## config.mk

```make
export PLATFORM = sky130hd
export DESIGN_NAME = alu_cmd_sequencer_flat
export DESIGN_NICKNAME = d
export VERILOG_FILES = /design/src/rtl/alu_cmd_sequencer_if.sv /design/src/rtl/alu_cmd_sequencer.sv /design/src/flat_wrapper.sv
export SDC_FILE = /design/constraint.sdc
export NUM_CORES = 1
export LEC_CHECK = 0
export ABC_AREA = 1
export CAP_MARGIN = 0
export CORE_ASPECT_RATIO = 0.6
export CORE_MARGIN = 2
export CORE_UTILIZATION = 48
export DETAILED_ROUTE_END_ITERATION = 16
export GPL_ROUTABILITY_DRIVEN = 0
export PLACE_DENSITY = 0.79
export RECOVER_POWER = 100
export SLEW_MARGIN = 15
export SYNTH_ARGS = -nofsm -noshare
export SYNTH_HDL_FRONTEND = slang
export SYNTH_SLANG_ARGS = --single-unit
```

## constraint.sdc

```tcl
create_clock -name clk -period 1.8 [get_ports clk]
set_input_delay 0.36 -clock clk [delete_from_list [all_inputs] [get_ports clk]]
set_output_delay 0.36 -clock clk [all_outputs]
set_load 0.1 [all_outputs]
```

## src/rtl/alu_cmd_sequencer_if.sv

```systemverilog
// Command, ALU and response signal bundle for alu_cmd_sequencer.
// The slave modport is the sequencer; the master modport is the surrounding system.
interface alu_cmd_sequencer_if;
  logic        cmd_valid;
  logic        cmd_ready;
  logic [2:0]  cmd_op;
  logic [7:0]  cmd_a;
  logic [7:0]  cmd_b;

  logic [2:0]  alu_op;
  logic [7:0]  alu_dato0;
  logic [7:0]  alu_dato1;
  logic [15:0] alu_resultado;
  logic        alu_banderaA;
  logic        alu_banderaB;

  logic        rsp_valid;
  logic        rsp_ready;
  logic [15:0] rsp_resultado;
  logic        rsp_banderaA;
  logic        rsp_banderaB;
  logic [2:0]  rsp_op;
  logic        rsp_error;
  logic        busy;

  modport slave (
    input  cmd_valid, cmd_op, cmd_a, cmd_b,
    input  alu_resultado, alu_banderaA, alu_banderaB,
    input  rsp_ready,
    output cmd_ready,
    output alu_op, alu_dato0, alu_dato1,
    output rsp_valid, rsp_resultado, rsp_banderaA, rsp_banderaB, rsp_op, rsp_error,
    output busy
  );

  modport master (
    output cmd_valid, cmd_op, cmd_a, cmd_b,
    output alu_resultado, alu_banderaA, alu_banderaB,
    output rsp_ready,
    input  cmd_ready,
    input  alu_op, alu_dato0, alu_dato1,
    input  rsp_valid, rsp_resultado, rsp_banderaA, rsp_banderaB, rsp_op, rsp_error,
    input  busy
  );
endinterface

```

## src/rtl/alu_cmd_sequencer.sv

```systemverilog
// Front end for the 8-bit combinational ALU: queues commands, issues one at a time,
// holds operands for SETTLE_CYCLES, then returns the captured result and flags.
module alu_cmd_sequencer #(
  parameter int unsigned FIFO_DEPTH    = 4,
  parameter int unsigned SETTLE_CYCLES = 1
) (
  input  logic                 clk,
  input  logic                 rst,
  alu_cmd_sequencer_if.slave   bus
);

  localparam int unsigned AW = (FIFO_DEPTH > 1) ? $clog2(FIFO_DEPTH) : 1;
  localparam int unsigned CW = (SETTLE_CYCLES > 1) ? $clog2(SETTLE_CYCLES) : 1;
  localparam logic [AW:0]   DEPTH       = (AW+1)'(FIFO_DEPTH);
  localparam logic [CW-1:0] SETTLE_LAST = CW'(SETTLE_CYCLES - 1);

  localparam logic [1:0] IDLE  = 2'd0;
  localparam logic [1:0] ISSUE = 2'd1;
  localparam logic [1:0] RESP  = 2'd2;

  logic [18:0]   r_mem [FIFO_DEPTH];
  logic [AW-1:0] r_wr_ptr;
  logic [AW-1:0] r_rd_ptr;
  logic [AW:0]   r_count;

  logic [1:0]    r_state;
  logic [CW-1:0] r_settle;

  logic [2:0]    r_alu_op;
  logic [7:0]    r_alu_dato0;
  logic [7:0]    r_alu_dato1;

  logic [15:0]   r_rsp_resultado;
  logic          r_rsp_banderaA;
  logic          r_rsp_banderaB;
  logic [2:0]    r_rsp_op;
  logic          r_rsp_error;

  logic          w_full;
  logic          w_empty;
  logic          w_push;
  logic          w_pop;
  logic [18:0]   w_head;
  logic [2:0]    w_head_op;
  logic [7:0]    w_head_a;
  logic [7:0]    w_head_b;
  logic          w_div0;

  assign w_full    = (r_count == DEPTH);
  assign w_empty   = (r_count == '0);
  assign w_push    = bus.cmd_valid && bus.cmd_ready;
  assign w_pop     = (r_state == IDLE) && !w_empty;
  assign w_head    = r_mem[r_rd_ptr];
  assign w_head_op = w_head[18:16];
  assign w_head_a  = w_head[15:8];
  assign w_head_b  = w_head[7:0];
  assign w_div0    = ((w_head_op == 3'b011) || (w_head_op == 3'b100)) && (w_head_b == 8'h00);

  // Readiness depends only on fullness, so a same-cycle pop never frees a slot early.
  assign bus.cmd_ready     = !w_full && !rst;
  assign bus.rsp_valid     = (r_state == RESP);
  assign bus.busy          = (r_state != IDLE) || !w_empty;
  assign bus.alu_op        = r_alu_op;
  assign bus.alu_dato0     = r_alu_dato0;
  assign bus.alu_dato1     = r_alu_dato1;
  assign bus.rsp_resultado = r_rsp_resultado;
  assign bus.rsp_banderaA  = r_rsp_banderaA;
  assign bus.rsp_banderaB  = r_rsp_banderaB;
  assign bus.rsp_op        = r_rsp_op;
  assign bus.rsp_error     = r_rsp_error;

  always_ff @(posedge clk) begin
    if (w_push) begin
      r_mem[r_wr_ptr] <= {bus.cmd_op, bus.cmd_a, bus.cmd_b};
    end
  end

  always_ff @(posedge clk or posedge rst) begin
    if (rst) begin
      r_wr_ptr <= '0;
      r_rd_ptr <= '0;
      r_count  <= '0;
    end else begin
      if (w_push) r_wr_ptr <= r_wr_ptr + AW'(1);
      if (w_pop)  r_rd_ptr <= r_rd_ptr + AW'(1);
      case ({w_push, w_pop})
        2'b10:   r_count <= r_count + (AW+1)'(1);
        2'b01:   r_count <= r_count - (AW+1)'(1);
        default: r_count <= r_count;
      endcase
    end
  end

  always_ff @(posedge clk or posedge rst) begin
    if (rst) begin
      r_state         <= IDLE;
      r_settle        <= '0;
      r_alu_op        <= '0;
      r_alu_dato0     <= '0;
      r_alu_dato1     <= '0;
      r_rsp_resultado <= '0;
      r_rsp_banderaA  <= 1'b0;
      r_rsp_banderaB  <= 1'b0;
      r_rsp_op        <= '0;
      r_rsp_error     <= 1'b0;
    end else begin
      case (r_state)
        IDLE: begin
          if (w_pop) begin
            // Zero divisor is answered locally; the ALU keeps its previous operands.
            if (w_div0) begin
              r_rsp_op        <= w_head_op;
              r_rsp_error     <= 1'b1;
              r_rsp_resultado <= '0;
              r_rsp_banderaA  <= 1'b0;
              r_rsp_banderaB  <= 1'b0;
              r_state         <= RESP;
            end else begin
              r_alu_op    <= w_head_op;
              r_alu_dato0 <= w_head_a;
              r_alu_dato1 <= w_head_b;
              r_settle    <= '0;
              r_state     <= ISSUE;
            end
          end
        end
        ISSUE: begin
          if (r_settle == SETTLE_LAST) begin
            r_rsp_resultado <= bus.alu_resultado;
            r_rsp_banderaA  <= bus.alu_banderaA;
            r_rsp_banderaB  <= bus.alu_banderaB;
            r_rsp_op        <= r_alu_op;
            r_rsp_error     <= 1'b0;
            r_state         <= RESP;
          end else begin
            r_settle <= r_settle + CW'(1);
          end
        end
        RESP: begin
          if (bus.rsp_ready) r_state <= IDLE;
        end
        default: r_state <= IDLE;
      endcase
    end
  end

endmodule

```

## src/flat_wrapper.sv

```systemverilog
// flat-port wrapper written by rule: the top's interface ports become plain ports
module alu_cmd_sequencer_flat 
#(
  parameter int unsigned FIFO_DEPTH    = 4,
  parameter int unsigned SETTLE_CYCLES = 1
)
  (clk, rst, bus_cmd_valid, bus_cmd_op, bus_cmd_a, bus_cmd_b, bus_alu_resultado, bus_alu_banderaA, bus_alu_banderaB, bus_rsp_ready, bus_cmd_ready, bus_alu_op, bus_alu_dato0, bus_alu_dato1, bus_rsp_valid, bus_rsp_resultado, bus_rsp_banderaA, bus_rsp_banderaB, bus_rsp_op, bus_rsp_error, bus_busy);
  alu_cmd_sequencer_if bus_i ();
  input  logic clk;
  input  logic rst;
  input wire logic [$bits(bus_i.cmd_valid)-1:0] bus_cmd_valid;
  input wire logic [$bits(bus_i.cmd_op)-1:0] bus_cmd_op;
  input wire logic [$bits(bus_i.cmd_a)-1:0] bus_cmd_a;
  input wire logic [$bits(bus_i.cmd_b)-1:0] bus_cmd_b;
  input wire logic [$bits(bus_i.alu_resultado)-1:0] bus_alu_resultado;
  input wire logic [$bits(bus_i.alu_banderaA)-1:0] bus_alu_banderaA;
  input wire logic [$bits(bus_i.alu_banderaB)-1:0] bus_alu_banderaB;
  input wire logic [$bits(bus_i.rsp_ready)-1:0] bus_rsp_ready;
  output wire logic [$bits(bus_i.cmd_ready)-1:0] bus_cmd_ready;
  output wire logic [$bits(bus_i.alu_op)-1:0] bus_alu_op;
  output wire logic [$bits(bus_i.alu_dato0)-1:0] bus_alu_dato0;
  output wire logic [$bits(bus_i.alu_dato1)-1:0] bus_alu_dato1;
  output wire logic [$bits(bus_i.rsp_valid)-1:0] bus_rsp_valid;
  output wire logic [$bits(bus_i.rsp_resultado)-1:0] bus_rsp_resultado;
  output wire logic [$bits(bus_i.rsp_banderaA)-1:0] bus_rsp_banderaA;
  output wire logic [$bits(bus_i.rsp_banderaB)-1:0] bus_rsp_banderaB;
  output wire logic [$bits(bus_i.rsp_op)-1:0] bus_rsp_op;
  output wire logic [$bits(bus_i.rsp_error)-1:0] bus_rsp_error;
  output wire logic [$bits(bus_i.busy)-1:0] bus_busy;
  assign bus_i.cmd_valid = bus_cmd_valid;
  assign bus_i.cmd_op = bus_cmd_op;
  assign bus_i.cmd_a = bus_cmd_a;
  assign bus_i.cmd_b = bus_cmd_b;
  assign bus_i.alu_resultado = bus_alu_resultado;
  assign bus_i.alu_banderaA = bus_alu_banderaA;
  assign bus_i.alu_banderaB = bus_alu_banderaB;
  assign bus_i.rsp_ready = bus_rsp_ready;
  assign bus_cmd_ready = bus_i.cmd_ready;
  assign bus_alu_op = bus_i.alu_op;
  assign bus_alu_dato0 = bus_i.alu_dato0;
  assign bus_alu_dato1 = bus_i.alu_dato1;
  assign bus_rsp_valid = bus_i.rsp_valid;
  assign bus_rsp_resultado = bus_i.rsp_resultado;
  assign bus_rsp_banderaA = bus_i.rsp_banderaA;
  assign bus_rsp_banderaB = bus_i.rsp_banderaB;
  assign bus_rsp_op = bus_i.rsp_op;
  assign bus_rsp_error = bus_i.rsp_error;
  assign bus_busy = bus_i.busy;
  alu_cmd_sequencer #(.FIFO_DEPTH(FIFO_DEPTH), .SETTLE_CYCLES(SETTLE_CYCLES)) u_core (.clk(clk), .rst(rst), .bus(bus_i));
endmodule
```

# Word-level counts from Yosys, hierarchy flattened
# Memory sizes are Yosys's and may differ from the RTL's.
# Index checks and enable logic that the tools add are counted.
totals:
  in_bits: 41
  out_inout_bits: 44
  ram_bits: 76
  word_cells: 81
  memories: 1
  ff_bits: 51
memory_table:
  columns: ["name", "words", "width", "rd", "rd_clocked_by_memory_dff", "wr", "line_no", "text"]
  rows:
  - ["u_core.r_mem", 4, 19, 1, 0, 1, "alu_cmd_sequencer.sv:21", "logic [18:0] r_mem [FIFO_DEPTH];"]
op_classes:
  add_sub_neg: 5
  n_eq_ne: 12
  bitwise: 1
  n_mux: 30
  reduce_logical: 19
ops:
  columns: ["op", "n"]
  rows:
  - ["2-to-1 mux 16 bit", 3]
  - ["case mux 16 bit (2 select lines)", 1]
  - ["2-to-1 mux 1 bit", 12]
  - ["case mux 3 bit (2 select lines)", 2]
  - ["2-to-1 mux 3 bit", 3]
  - ["AND reduction 3 bit", 3]
  - ["zero test 8 bit", 1]
  - ["2-to-1 mux 2 bit", 4]
  - ["case mux 1 bit (2 select lines)", 4]
  - ["== test 3 bit (second input constant)", 2]
  - ["inequality test 2 bit (second input constant)", 3]
  - ["case mux 2 bit (3 select lines)", 1]
  - ["nonzero test 2 bit", 3]
  - ["adder 2 x 1 -> 2 bit (second input constant)", 2]
  - ["== test 2 x 1 -> 1 bit (second input constant)", 2]
  - ["== test 2 bit (second input constant)", 2]
  - ["logical AND 1 bit", 4]
  - ["inequality test 2 x 1 -> 1 bit (second input constant)", 2]
  - ["AND reduction 4 bit", 1]
  - ["adder 3 x 1 -> 3 bit (second input constant)", 1]
  - ["== test 3 x 2 -> 1 bit (second input constant)", 1]
  - ["zero test 1 bit", 3]
  - ["zero test 3 bit", 1]
  - ["subtractor 3 x 1 -> 3 bit (second input constant)", 1]
  - ["4 further kinds", 5]

# Logic depth before layout (Yosys ltp)
# An unclocked memory read counts as a cell.
depth:
  word_depth: 7
  mapped_depth: 14

# Worst setup path after synthesis
# OpenSTA, ideal clock, no wires.
synth_path:
  path_kind: "register -> register"
  start: "register u_core.r_count[1]"
  end: "memory u_core.r_mem[0][0], enable pin"
  period_less_slack_ps: 4033
  t_arrival_ps: 3639
  stages_incl_launch_ff: 5
  n_path_buf: 0
  setup_slack_ps: -2233
  t_required_ps: 1405
  cell_sequence: "dfrtp_1 > inv_1 > a31oi_1 > nand2_1 > nor2_1"
synth_via:
  elab_chain_cells: 6
synth_lines:
  columns: ["item", "line_no", "text"]
  rows:
  - ["start, declared", "alu_cmd_sequencer.sv:24", "logic [AW:0] r_count;"]
  - ["start signal, assigned", "alu_cmd_sequencer.sv:87", "2'b10: r_count <= r_count + (AW+1)'(1);"]
  - ["start signal, assigned", "alu_cmd_sequencer.sv:88", "2'b01: r_count <= r_count - (AW+1)'(1);"]
  - ["start signal, assigned", "alu_cmd_sequencer.sv:89", "default: r_count <= r_count;"]
  - ["== test 3 bit", "alu_cmd_sequencer.sv:49", "assign w_full = (r_count == DEPTH);"]
  - ["zero test 1 bit", "alu_cmd_sequencer.sv:60", "assign bus.cmd_ready = !w_full && !rst;"]
  - ["logical AND 1 bit", "alu_cmd_sequencer.sv:60", null]
  - ["via bus_cmd_ready", "flat_wrapper.sv:19", "output wire logic [$bits(bus_i.cmd_ready)-1:0] bus_cmd_ready;"]
  - ["logical AND 1 bit", "alu_cmd_sequencer.sv:51", "assign w_push = bus.cmd_valid && bus.cmd_ready;"]
  - ["2-to-1 mux 1 bit", "alu_cmd_sequencer.sv:73", "if (w_push) begin"]
  - ["2-to-1 mux 1 bit (implied by the code)", "alu_cmd_sequencer.sv:74", "r_mem[r_wr_ptr] <= {bus.cmd_op, bus.cmd_a, bus.cmd_b};"]
  - ["end, declared", "alu_cmd_sequencer.sv:21", null]
# The timed path passes the listed nets, and every way through them passes these cells.

# Final worst setup path
layout_path:
  start: "register u_core.r_count[1]"
  end: "output bus_busy"
layout_via:
  elab_chain_cells: 3
layout_lines:
  columns: ["item", "line_no", "text"]
  rows:
  - ["zero test 3 bit", "alu_cmd_sequencer.sv:50", "assign w_empty = (r_count == '0);"]
  - ["zero test 1 bit", "alu_cmd_sequencer.sv:62", "assign bus.busy = (r_state != IDLE) || !w_empty;"]
  - ["logical OR 1 bit", "alu_cmd_sequencer.sv:62", null]
  - ["end, declared", "flat_wrapper.sv:29", "output wire logic [$bits(bus_i.busy)-1:0] bus_busy;"]
# No other way between the ends.

==> impl_results.md <==
* YS warnings at 0
* Initial antenna violation count at 1
* Share of the yosys chip area belonging to registers at 0.6858
* Number of port buffers at 84
* Endpoints failing hold at 0
* Crit Path Category: reg2out
* # DRC at 0
* Failing checks: setup timing
* Core area at 10520 um2
* Fin crit period at 1.807 ns
* Crit. End Element: primary output
* Rows at 29
* Post-synth top area share at 0.4429
* Root Driver: clkbuf_16
* Async SR Flop Fraction at 0.3968
* Placed Area at 6888 um2
* Share of post-route cells with drive strength above 1 at 0.2471
* Final worst slack at -0.007169 ns
* DRT antenna net count at 0
* Slew @ Worst Pin at 0.6527 ns
* Die X-Extent at 137.8 um
* Slew Limit Headroom at 0.5644
* Initial Util at 0.4897
* Unrepaired setup endpoints after global routing: true
* Post-synthesis instance area at 5152 um2
* Synthesized Nets at 516
* Worst endpoint required time at 1.44 ns
* DIE HEIGHT at 84.26 um
* Die area at 11610 um2
* IO Count at 85
* Max Buffers Root-to-Sink at 2
* Outcome: finished, violations left
* Inst Count DP at 704
* Grt total ovfl at 0
* Clock slew at reported path FFs at 0.06 ns
* Non-Filler Instances at 743
* Fin Hold WS at 0.4938 ns
* Min-delay worst type: in2reg
* CTS H-tree lvls at 4
* Final setup viols at 1
* Final Skew at 0.007493 ns
* CTS Hold Buffers Added at 0
* Ratio of final minimum period to clock period at 1.004
* Synth Register Bits at 126
* CTS tree: yes
* Pre-CTS setup slack at -0.3296 ns
* Post-DP HPWL at 8074 um
* Startpoint types: register
* Netlist cell types at 28
* Vias after detailed routing at 3903
* Top_reg_cell synth: edfxtp_1
* Pin count of the biggest net entering global routing at 27
* Number of enable flip-flop cells after synthesis at 76
* First-pass GRT wire length at 19720 um
* Routed wire length at 12580 um
* WL/cell at 16.92 um
* Mean area per synthesized cell at 10.99 um2
* Clock Latency Late Sink at 0.42 ns
* Initial DRC count at 295
* Synth Instances at 469
* Fill count at 672
* Number of global-route vias before repair at 3957
* Largest cells by area after synthesis: edfxtp_1 44%, dfrtp_1 24%, nand2_1 11%
* Crit Path Max Fanout at 3
* Total GRT Usage at 0.2292
* Final instance area at 7559 um2
* Final Max Tran Viols at 0
* NumNets Final at 637
* CTS Sinks at 126
* Largest area contributor in the netlist: edfxtp_1
* Critical Path AT at 1.45 ns
* FMAX at 553.4 MHz
* Maxcap violations at 0
* Routed via count divided by cell count at 5.253
* DRT Pass-1 Iters at 5
* Num CTS Buffers at 17
* Area delta synth->final at 46.70%
-- cells in the mapped netlist, types with 2 or more instances --
| library cell | n |
|---|---|
| nand2_1 | 157 |
| edfxtp_1 | 76 |
| nand3_1 | 52 |
| dfrtp_1 | 50 |
| o21ai_0 | 28 |
| nor2_1 | 24 |
| inv_1 | 22 |
| buf_6 | 8 |
| clkbuf_1 | 8 |
| o22ai_1 | 8 |
| ha_1 | 5 |
| o21ai_1 | 4 |
| buf_2 | 3 |
| buf_4 | 3 |
| xor2_1 | 3 |
| a21oi_1 | 2 |
| inv_2 | 2 |
| nor2_2 | 2 |
| nor3_1 | 2 |
| xnor2_1 | 2 |
-- sequential cells by signal, indices dropped and copies added (netlist names), 2 cells and up --
name	cells
u_core.r_wr_ptr	2
u_core.bus.alu_op	3
u_core.r_rd_ptr	2
u_core.r_state	2
u_core.bus.alu_dato1	8
u_core.r_count	3
u_core.bus.rsp_op	3
u_core.bus.rsp_resultado	16
u_core.bus.alu_dato0	8
u_core.r_mem	76
-- through the flow --
stage	TNS, ns	utilization
after floorplan	-22.98	-
after global placement	-7.053	0.6546
after detailed placement	-9.132	0.6546
after CTS	-0.03425	0.7149
after global routing	-1.724	0.7183
final	-0.007169	0.7183
-- worst paths after layout --
path                                                      from                                        to  slack, ns  depth (start not counted)
setup / recovery                 u_core.r_count[1]$_DFFE_PP0P_                                  bus_busy     -0.007                          4
hold / removal                           bus_alu_resultado[12]  u_core.bus.rsp_resultado[12]$_DFFE_PP0P_       0.49                          3
setup reg to reg                u_core.r_rd_ptr[0]$_DFFE_PP0P_       u_core.bus.alu_dato0[5]$_DFFE_PP0P_       0.01                         11
hold reg to reg            u_core.bus.alu_dato0[6]$_DFFE_PP0P_       u_core.bus.alu_dato0[6]$_DFFE_PP0P_       0.54                          2
max in group asynchronous                                  rst  u_core.bus.rsp_resultado[15]$_DFFE_PP0P_       0.37                          3
min in group asynchronous                                  rst             u_core.r_count[0]$_DFFE_PP0P_       0.54                          2
-- cells by family after synthesis --
kind of cell             after synthesis  synth area share
AO/OA/AOI/OAI                         45           0.04711
flip-flops                           126            0.6858
adder cells (fa/ha/maj)                6           0.01603
AND/OR/NAND/NOR                      240            0.1933
buffers and inverters                 47           0.04930
XOR/XNOR                               5          0.008501
-- final cells by class --
| class | instances | area [um2] | share of cell area |
|---|---|---|---|
| flip-flops and latches | 126 | 3535 | 0.4676 |
| repair buffers | 124 | 1672 | 0.2212 |
| multi-input cells | 296 | 1483 | 0.1962 |
| clock buffers | 17 | 425.4 | 0.05628 |
| well taps | 139 | 173.9 | 0.02301 |
| clock inverters | 15 | 163.9 | 0.02169 |
| inverters | 25 | 103.9 | 0.01374 |
| diodes | 1 | 2.502 | 0.0003311 |
-- per-layer routing --
layer,GRT usage,wire length (um)
met5,0,0
met1,0.2919,5367
met3,0.06884,1077
met4,0.1141,262
met2,0.3596,5867
-- critical path: stages (launching register included) --
cell and delay, ns:
dfrtp_1 0.41, nor3_2 0.21, buf_4 0.16, nand3_4 0.07
buf_12 0.17
-- cell usage in the layout (no fill, tap or decap), types with 3 or more instances in the layout --
cell and instances:
o21ai_0 26, edfxtp_1 76, ha_1 4, nor2_1 19, nand3_1 51, xor2_1 3, inv_1 19, o22ai_1 8
clkinv_4 3, inv_6 5, inv_2 3, dlygate4sd3_1 20, o21ai_1 5, nor2_4 5, dfrtp_1 49, buf_12 51
nand2_1 149, clkbuf_16 17, buf_4 29, nand2_2 7, clkinvlp_4 5, clkdlybuf4s50_1 20
-- timing repair --
item                                   4_1_cts  5_1_grt
setup endpoints to repair                    4       46
endpoints found under the hold margin        0        0
buffers inserted                             3        3
gates resized for setup                      5       14
pin swaps                                    7        5
Power is not shown: default switching activity piles up to over one toggle a cycle in this logic, so the estimate is an artifact.
